**src/rtl/sensor_level_encoder.sv**
```systemverilog
// sensor_level_encoder
// Quantizes raw 8-bit samples from four sensor channels (rain, seismic, wind,
// water level) into 2-bit severity codes. Falling levels get a hysteresis
// margin, and a per-channel persistence filter delays any change of the
// committed level until enough consecutive samples agree.
//
// Ports:
//   clk, rst          single rising-edge clock, synchronous active-high reset
//   sample_valid/ready valid/ready intake of {sample_ch, sample_data}
//   sample_ch         00 rain, 01 seismic, 10 wind, 11 water level
//   sample_data       unsigned raw sample
//   hold              freezes intake and all internal state
//   r1..l0            registered committed level codes (x1 = MSB)
//   code_update       one-cycle pulse after any committed code changes
module sensor_level_encoder #(
    parameter int DATA_W  = 8,
    parameter int TH1     = 64,
    parameter int TH2     = 128,
    parameter int TH3     = 192,
    parameter int HYST    = 8,
    parameter int PERSIST = 3
) (
    input  logic              clk,
    input  logic              rst,
    input  logic              sample_valid,
    output logic              sample_ready,
    input  logic [1:0]        sample_ch,
    input  logic [DATA_W-1:0] sample_data,
    input  logic              hold,
    output logic              r1,
    output logic              r0,
    output logic              s1,
    output logic              s0,
    output logic              w1,
    output logic              w0,
    output logic              l1,
    output logic              l0,
    output logic              code_update
);

    localparam int CNT_W = $clog2(PERSIST + 1);
    localparam logic [DATA_W-1:0] TH1_C     = DATA_W'(TH1);
    localparam logic [DATA_W-1:0] TH2_C     = DATA_W'(TH2);
    localparam logic [DATA_W-1:0] TH3_C     = DATA_W'(TH3);
    localparam logic [DATA_W:0]   HYST_C    = (DATA_W + 1)'(HYST);
    localparam logic [CNT_W-1:0]  PERSIST_C = CNT_W'(PERSIST);

    // Thresholds are inclusive upward: d == TH2 is level 2.
    function automatic logic [1:0] quant(input logic [DATA_W-1:0] d);
        logic [1:0] q;
        if (d < TH1_C) begin
            q = 2'd0;
        end else if (d < TH2_C) begin
            q = 2'd1;
        end else if (d < TH3_C) begin
            q = 2'd2;
        end else begin
            q = 2'd3;
        end
        return q;
    endfunction

    // One extra bit catches the carry; saturate to all-ones on overflow.
    function automatic logic [DATA_W-1:0] sat_add_hyst(input logic [DATA_W-1:0] d);
        logic [DATA_W:0] sum;
        logic [DATA_W-1:0] res;
        sum = {1'b0, d} + HYST_C;
        if (sum[DATA_W]) begin
            res = {DATA_W{1'b1}};
        end else begin
            res = sum[DATA_W-1:0];
        end
        return res;
    endfunction

    // Falling candidates are judged against d+HYST and never exceed L.
    function automatic logic [1:0] next_candidate(input logic [DATA_W-1:0] d,
                                                  input logic [1:0] lvl);
        logic [1:0] q;
        logic [1:0] qh;
        logic [1:0] c;
        q  = quant(d);
        qh = quant(sat_add_hyst(d));
        if (q >= lvl) begin
            c = q;
        end else if (qh < lvl) begin
            c = qh;
        end else begin
            c = lvl;
        end
        return c;
    endfunction

    logic              ready_q, ready_d;
    logic              s1_valid_q, s1_valid_d;
    logic [1:0]        s1_ch_q, s1_ch_d;
    logic [DATA_W-1:0] s1_data_q, s1_data_d;
    logic [1:0]        level_q [4];
    logic [1:0]        level_d [4];
    logic [1:0]        pend_q  [4];
    logic [1:0]        pend_d  [4];
    logic [CNT_W-1:0]  cnt_q   [4];
    logic [CNT_W-1:0]  cnt_d   [4];
    logic              code_update_q, code_update_d;
    logic              accept_s;
    logic [1:0]        cand_s;
    logic [CNT_W-1:0]  cnt_next_s;

    // ready_q is low during reset and for the reset cycle itself.
    assign sample_ready = ready_q && !hold && !rst;
    assign accept_s     = sample_valid && sample_ready;

    // Next-state: stage-1 capture and stage-2 quantize/hysteresis/persistence.
    always_comb begin
        ready_d       = 1'b1;
        s1_valid_d    = s1_valid_q;
        s1_ch_d       = s1_ch_q;
        s1_data_d     = s1_data_q;
        level_d       = level_q;
        pend_d        = pend_q;
        cnt_d         = cnt_q;
        code_update_d = 1'b0;
        cand_s        = 2'd0;
        cnt_next_s    = {CNT_W{1'b0}};
        if (hold) begin
            // Everything, including a sample sitting in stage 1, stays put.
            code_update_d = 1'b0;
        end else begin
            s1_valid_d = accept_s;
            if (accept_s) begin
                s1_ch_d   = sample_ch;
                s1_data_d = sample_data;
            end else begin
                s1_ch_d   = s1_ch_q;
                s1_data_d = s1_data_q;
            end
            if (s1_valid_q) begin
                cand_s = next_candidate(s1_data_q, level_q[s1_ch_q]);
                if (cand_s == level_q[s1_ch_q]) begin
                    cnt_next_s = {CNT_W{1'b0}};
                end else if (cand_s == pend_q[s1_ch_q]) begin
                    cnt_next_s = cnt_q[s1_ch_q] + CNT_W'(1);
                end else begin
                    pend_d[s1_ch_q] = cand_s;
                    cnt_next_s      = CNT_W'(1);
                end
                if ((cand_s != level_q[s1_ch_q]) && (cnt_next_s == PERSIST_C)) begin
                    level_d[s1_ch_q] = cand_s;
                    cnt_d[s1_ch_q]   = {CNT_W{1'b0}};
                    code_update_d    = 1'b1;
                end else begin
                    cnt_d[s1_ch_q] = cnt_next_s;
                end
            end else begin
                cnt_next_s = {CNT_W{1'b0}};
            end
        end
    end

    // State registers with synchronous reset.
    always_ff @(posedge clk) begin
        if (rst) begin
            ready_q       <= 1'b0;
            s1_valid_q    <= 1'b0;
            s1_ch_q       <= 2'd0;
            s1_data_q     <= {DATA_W{1'b0}};
            code_update_q <= 1'b0;
            for (int i = 0; i < 4; i++) begin
                level_q[i] <= 2'd0;
                pend_q[i]  <= 2'd0;
                cnt_q[i]   <= {CNT_W{1'b0}};
            end
        end else begin
            ready_q       <= ready_d;
            s1_valid_q    <= s1_valid_d;
            s1_ch_q       <= s1_ch_d;
            s1_data_q     <= s1_data_d;
            code_update_q <= code_update_d;
            for (int i = 0; i < 4; i++) begin
                level_q[i] <= level_d[i];
                pend_q[i]  <= pend_d[i];
                cnt_q[i]   <= cnt_d[i];
            end
        end
    end

    assign r1          = level_q[0][1];
    assign r0          = level_q[0][0];
    assign s1          = level_q[1][1];
    assign s0          = level_q[1][0];
    assign w1          = level_q[2][1];
    assign w0          = level_q[2][0];
    assign l1          = level_q[3][1];
    assign l0          = level_q[3][0];
    assign code_update = code_update_q;

endmodule

```
**config.mk**
```make
export PLATFORM = sky130hd
export DESIGN_NAME = sensor_level_encoder
export DESIGN_NICKNAME = d
export VERILOG_FILES = /design/src/rtl/sensor_level_encoder.sv
export SDC_FILE = /design/constraint.sdc
export NUM_CORES = 1
export LEC_CHECK = 0
export ABC_AREA = 1
export CAP_MARGIN = 15
export CELL_PAD_IN_SITES_DETAIL_PLACEMENT = 1
export CELL_PAD_IN_SITES_GLOBAL_PLACEMENT = 1
export CORE_AREA = 2 2 63 110
export CTS_CLUSTER_DIAMETER = 80
export DETAILED_ROUTE_END_ITERATION = 10
export DIE_AREA = 0 0 65 112
export GPL_ROUTABILITY_DRIVEN = 0
export PLACE_DENSITY_LB_ADDON = 0.1
export SYNTH_ARGS = -nofsm -noshare
export SYNTH_HDL_FRONTEND = slang
export SYNTH_SLANG_ARGS = --single-unit
```
**constraint.sdc**
```tcl
create_clock -name clk -period 3.75 [get_ports clk]
set_input_delay 0.75 -clock clk [delete_from_list [all_inputs] [get_ports clk]]
set_output_delay 0.75 -clock clk [all_outputs]
set_load 0.01 [all_outputs]
```
### Word-level counts from Yosys, hierarchy flattened

Index checks and enable logic that the tools add are counted.

* bits in registers: 37
* bits in latches: 0
* RAM bits: 0
* ROM bits: 0
* bits of input ports: 14
* output and inout port bits: 10
* logic and storage cells: 90
* memories: 0

* add/subtract/negate cells: 2
* multiply operators: 0
* div/mod/pow operators: 0
* $lt $le $gt $ge: 10
* equal/unequal tests: 4
* shift operators: 0
* multiplexer cells: 38
* bitwise logic cells: 7
* reductions and logical operators: 12

Operators with widths (number)
* $mux 2: 23
* $lt 8x8->1 const B: 4
* $mux 8: 4
* $bwmux 8: 3
* $lt 8x7->1 const B: 2
* $bmux 2 s2: 3
* $add 8x4->9 const B: 1
* $and 8x8->8: 1
* $not 8->8: 1
* $logic_and 1x1->1: 5
* $demux 2 s2: 1
* $eq 2x2->1: 2
* $mux 1: 4
* $not 1->1: 4
* $reduce_and 2->1: 2
* $reduce_and 4->1: 1
* $ge 3x3->1 const B: 1
* $lt 3x1->1 const B: 1
* $not 2->3: 1
* $reduce_and 3->1: 1
* $reduce_or 3->1: 1
* $add 2x1->2 const B: 1
* $eq 2x2->1 const B: 1
* $ge 2x2->1: 1
* other kinds (3): 4

### Longest topological paths before layout

* depth in word-level cells: 23
* gate-level depth with buffers: 23
* depth with buffers taken out: 23

### Worst setup path after synthesis

OpenSTA, ideal clock, no wires.

* path type: register to register
* from: register s1_ch_q[1]
* to: register pend_q[3] in the netlist's numbering
* library setup time: 0.115 ns
* arrival: 2.316 ns
* data required time: 3.635 ns
* setup slack: 1.319 ns
* stages on the path, launching flop included: 19
* path buffers: 0
* clock period less this slack: 2.431 ns
* cells stage by stage: dfxtp_1 -> nor2_2 -> inv_1 -> o22ai_1 -> nor2_1 -> ha_1 -> nand2_1 -> nand2_1 -> inv_1 -> nand2_1 -> nand2_1 -> nand2_1 -> nand2_1 -> inv_2 -> nand3_2 -> nand4_1 -> nand2_1 -> o21ai_0 -> and2_1

* cells in the longest elaborated chain, start to end: 12
* elaborated cells on any way between the ends: 24
* those cells by class: order compare: 4; eq/ne: 2; mux: 13; bitwise: 3; reduce/logical: 2

RTL lines
* from (decl): line 96 `logic [1:0] s1_ch_q, s1_ch_d;`
* from (signal assigned): line 176 `s1_ch_q <= s1_ch_d;`
* $not 2->3 (not written as such) (*)
* $bmux 2 s2: line 138, 139
* $mux 2 (not written as such) (2 in a row): line 138, 139
* $lt 2x2->1: line 86 `end else if (qh < lvl) begin`
* $mux 2: line 86
* $mux 2: line 84 `if (q >= lvl) begin`
* $mux 2: line 137 `if (s1_valid_q) begin`
* $mux 2: line 125 `if (hold) begin`
* $eq 2x2->1, on equally long branches: line 141, 139
* $not 1->1 (no line)
* $reduce_and 4->1 (no line)
* to (signal, indexed assignment): line 181 `pend_q[i] <= pend_d[i];`
* to (decl): line 100 `logic [1:0] pend_q [4];`

Every way passes the cells marked *; elsewhere a longest branch is shown, timed or not. The select of a mux whose other input is x is not followed.
A chain may end at the register's enable or synchronous reset.

### Worst setup path in the final report

* from: register s1_ch_q[0]
* to: register level_q (netlist bit l1)

* cells in the longest elaborated chain, start to end: 17
* elaborated cells on any way between the ends: 33
* those cells by class: add/sub: 1; order compare: 4; eq/ne: 4; mux: 20; bitwise: 1; reduce/logical: 3

RTL lines
* $not 2->3 (not written as such) (*)
* $bmux 2 s2: line 138, 139, 147
* $mux 2 (not written as such) (2 in a row): line 138, 139, 147
* $lt 2x2->1: line 86
* $mux 2: line 86
* $mux 2: line 84
* $mux 2: line 137
* $mux 2: line 125
* $eq 2x2->1: line 141 `end else if (cand_s == pend_q[s1_ch_q]) begin`
* $mux 2: line 141
* $mux 2: line 139 `if (cand_s == level_q[s1_ch_q]) begin`
* $mux 2: line 137
* $mux 2: line 125
* $eq 2x2->1: line 147 `if ((cand_s != level_q[s1_ch_q]) && (cnt_next_s == PERSIST_C)) begin`
* $logic_and 1x1->1: line 147
* $reduce_and 3->1 (no line)
* to (signal, indexed assignment): line 180 `level_q[i] <= level_d[i];`
* to (decl): line 98 `logic [1:0] level_q [4];`

Marked as above.

==> metrics.cfg <==
[global_route]
grt_max_degree=26
grt_antenna_before_repair=0
grt_pass1_wl_um=9600
grt-ovfl-total=0
grt_pass1_vias=1966
track_usage=0.175

[critical_path]
r2r_setup_slack_ps=650
worstPathRequired_ps=3930
r2r-end=l1
end_kind=flop
setup.worst_path.start_class=flop
cp.arrival_ps=3280
cp_max_fo=7
reg2reg_from=s1_ch_q[0]
crit_start=s1_ch_q[0]
crit_type=flop to flop
reg2reg_depth=18

[layout]
area_delta_synth_final_pct=25.2
fin_cells=407
final_cell_mix=nand2_1, nor2_1, inv_1
layout_commonest_cell=nand2_1
multiInputGateArea_sq_um=1000
nFillCells=833
drive_gt1_frac=0.0923
fin_nets=344
register_area_sq_um=681
finalCoreUtilization=0.366
diodes=0

[place]
hpwl_um=4440
dp_cells=401
io_buffer_count=20
dpl_worst_slack_ps=619

[clock_network]
clockBufferDepth=2
clk_pin_slew_ps=50
htreeDepth=2
ctsResizeCount=0
cts_setup_buffers=0
hold_buffers=0
cts_buffers=5
clk_latency_ps=280
clkSinkCount=34
root_buffer=clkbuf_16
cts_tree=yes

[floorplanning]
dieArea_sq_um=7280
rows=39
die_x_um=65
coreArea_sq_um=6390
start_util=0.293
dieHeight_um=112
num_io_pins=24

[synth]
synth-seq-cells=34
yosysUniqueCellTypes=23
ys_seq_area_frac=0.364
yosysWarnings=0
synth_area_per_cell_sq_um=6.30
synth_top_area_frac=0.364
synth_top_area_cell=dfxtp_1
synth_nets=315
synth_cells=297
netlist_area_sq_um=1870
ys_top_cells_by_area=dfxtp_1, nand2_1, nor2_1

[run]
max-cap-violations=0

[routing]
dr.pass1.iters=4
vias_per_cell=4.62
drc_errors=0
finalWirelength_um=5670
drt-initial-drc-count=41
vias=1882
wire_per_inst_um=13.9
ant_nets=0

[hold_path]
hp-start=cnt_q[4]
min_to=cnt_q[4]
min_path_type=flop to flop
hold_depth=2

[sta]
slew_headroom=0.748
fmax_ghz=0.323
worstMarginPinSlew_ps=373
fin_worst_skew_ps=7.16
final.setup.tns_ps=0
drv_slew=0
rsz0062_at_grt=no
period_needed_ps=3100
fin_crit_sh=0.826
setup_viol=0
hold_viol_final=0
fin_ws_ps=654

[power_and_ir_drop]
p_per_area_nw_per_um2=357
power.total_mw=0.835
leakagePower_nw=1.18
ir_drop_mv=0.228

[status]
status=complete, no violations

==> worst max-delay path, stage by stage, from the launching register on <==
cell and delay [ps]:
dfxtp_1 450, nand2_1 230, o22ai_1 350, nor2_1 160
ha_1 310, nand2_1 50, nand2_1 120, inv_1 100
nand2_1 70, nand2_1 60, buf_4 170, nand2_1 60
nand2_1 60, inv_2 60, nand3_2 150, nor2_4 200
nand4_2 190, nor2_1 150, nor2_1 50
==> final cells by class <==
type	count	area share
Inverter	42	0.0673
Multi-Input combinational cell	215	0.428
Sequential cell	34	0.291
Tap cell	82	0.0438
Clock buffer	6	0.0593
Timing Repair Buffer	28	0.111
==> logic make-up after synthesis <==
group | Yosys count | synth area share
adders and majority gates | 4 | 0.0268
AOI/OAI and AO/OA | 36 | 0.0990
and+or+nand+nor | 175 | 0.410
DFF | 34 | 0.364
buffers and inverters | 48 | 0.100
==> where the power goes <==
| part | switching, mW | leakage (nW) | total [mW] | internal [mW] |
|---|---|---|---|---|
| registers | 0.00286 | 0.275 | 0.368 | 0.365 |
| clock network | 0.148 | 0.0688 | 0.404 | 0.256 |
| logic | 0.0388 | 0.837 | 0.0632 | 0.0244 |
| total | 0.190 | 1.18 | 0.835 | 0.646 |
==> flip-flops by register name (all words and copies together) (netlist names) <==
register     cells
w0               1
s1_ch_q          2
cnt_q            8
ready_q          1
s1_data_q        5
s1_valid_q       1
w1               1
s0               1
l0               1
code_update      1
pend_q           8
s1               1
l1               1
r1               1
r0               1
==> layer usage <==
metal,part of all wire,GRT usage,up-vias
met5,0,0,-
met4,0.028,0.0780,0
met3,0.019,0.0343,8
met2,0.56,0.328,15
met1,0.39,0.181,876
li1,-,-,983
==> Yosys cell counts (all sizes together) <==
cell and n:
nand3 15, a21oi 18, nand2 100, or2 2, dfxtp 34, nor2 46, buf 2, nand3b 1
ha 4, inv 42, and2 2, o21ai 14, o22ai 4, clkbuf 4, nand4 9
==> how the worst max path moves through the flow <==
stage	end	depth (start not counted)	slack (ps)
after CTS	w0	19	610
after floorplan	pend_q[3]	18	1320
after detailed placement	w1	19	620
after global placement	w0	19	640
final	l1	18	650
after global routing	w1	19	310
==> metrics by stage <==
step / hold slack [ps] / area [sq um]
6_report: 461 / 2340
5_1_grt: 498 / 2340
4_1_cts: 465 / 2340
3_5_place_dp: 457 / 2200
3_3_place_gp: 446 / 2200
2_1_floorplan: 436 / 1870
Note: power is estimated with default switching activity, not from simulation.
==> RTL edit: new RTL, same flow settings <==
The parameter `DATA_W` goes from 8 to 9.
--- a/src/rtl/sensor_level_encoder.sv
+++ b/src/rtl/sensor_level_encoder.sv
@@ -13,7 +13,7 @@
 //   r1..l0            registered committed level codes (x1 = MSB)
 //   code_update       one-cycle pulse after any committed code changes
 module sensor_level_encoder #(
-    parameter int DATA_W  = 8,
+    parameter int DATA_W  = 9,
     parameter int TH1     = 64,
     parameter int TH2     = 128,
     parameter int TH3     = 192,
Interface: changed (resized sample_data); port bits go from 24 to 25. The function was not compared with the original's and may differ.
==> RTL edit against the unedited design <==
Setup slack lost 0.14 ns; clock power increased by 23%; design area up 2.0%; sequential cell count increased by 1; sequential power up 3%; critical path type unchanged; total power increased by 14%; area after synthesis up 2.3%; routed wire length decreased by 4.6%; synthesized cell count is 3.7% lower.
==> RTL edit: results (changes against the unedited design) <==
stage,metric,value,unit,change
outcome,status,"finished, final reports clean",,
grt,use_met2,29.6,%,-3.2 points
logic_synthesis,synth_area_leaders,"dfxtp_1 (37%), nand2_1 (14%), nor2_1 (7.7%)",,
logic_synthesis,synth_cells,286,,-3.7%
routing,vias_per_cell,4.67,,+0.90%
routing,wl_met1,2240,µm,+0.40%
logic_synthesis,synth_cell_type_count,25,,+8.7%
grt,grt_pass1_vias,1895,,-3.6%
sta,fin_skew,0.00317,ns,-0.00399 ns
grt,grt_max_degree,25,,-3.8%
placement,portBuffers,21,,+5.0%
grt,grtUsageTotal,16.9,%,-0.63 points
routing,drt-initial-drc-count,57,,+39%
grt,met3_usage,3.74,%,+0.30 points
placement,dp_cells,387,,-3.5%
worst_setup_path,max_stage_delay,0.50,ns,+0.05 ns
final_layout,top_regs,"cnt_q x8, pend_q x8, s1_data_q x6",,
routing,wl,5410,µm,-4.6%
power,p_leak,1.02,nW,-14%
logic_synthesis,synth_seq_area_share,36.6,%,+0.24 points
logic_synthesis,syn_nets,305,,-3.2%
grt,grt_pass1_wl,9250,µm,-3.7%
final_layout,final_nets,331,,-3.8%
final_layout,drive_gt1_share,12.1,%,+2.9 points
grt,met1_usage,18.3,%,+0.26 points
==> RTL edit: changes by cell type after synthesis, moves of 3 or more <==
cell,unedited run,this run
nand2_1,100,73
nor2_1,43,39
nand4_1,3,6
a21oi_1,18,26
nand3_2,1,7
nand4_2,6,0
nand2_2,0,6
nand3_1,14,8
o21ai_0,12,19
==> RTL edit: report_power, final <==
group | switching (mW) | total (mW) | internal (mW) | leakage [nW]
clock | 0.166 | 0.496 | 0.330 | 0.0868
combinational | 0.0470 | 0.0743 | 0.0273 | 0.650
sequential | 0.00339 | 0.379 | 0.376 | 0.283
==> RTL edit: final timing paths <==
kind | start | end
setup reg to reg | s1_ch_q[0] | s0
hold / removal | pend_q[2] | pend_q[2]
hold reg to reg | pend_q[2] | pend_q[2]
setup / recovery | s1_ch_q[0] | s0
==> RTL edit: cells by family (layout without fill, tap and decap cells) <==
group | after synthesis | in the layout | share of synthesized area (%)
AO/OA/AOI/OAI | 51 | 51 | 14.8
adder cells (fa/ha/maj) | 4 | 4 | 2.62
buffers and inverters | 47 | 74 | 9.74
flip-flops | 35 | 35 | 36.6
AND/OR/NAND/NOR | 149 | 149 | 36.2
==> RTL edit: through the flow <==
stage / area (µm²) / utilization, % / setup slack (ns) / hold WS, ns
after global placement: 2220 / 34.7 / 0.520 / 0.443
final: 2390 / 37.4 / 0.513 / 0.452
after CTS: 2390 / 37.4 / 0.475 / 0.458
after floorplan: 1910 / - / 1.19 / 0.429
after detailed placement: 2220 / 34.7 / 0.480 / 0.448
after global routing: 2390 / 37.4 / 0.124 / 0.488
==> RTL edit: area by class of cell <==
cell class	instances	area share, %
Clock buffer	6	5.81
Clock inverter	2	1.47
Inverter	43	6.75
Multi-Input combinational cell	204	42.9
Sequential cell	35	29.3
Tap cell	82	4.29
Timing Repair Buffer	23	9.42
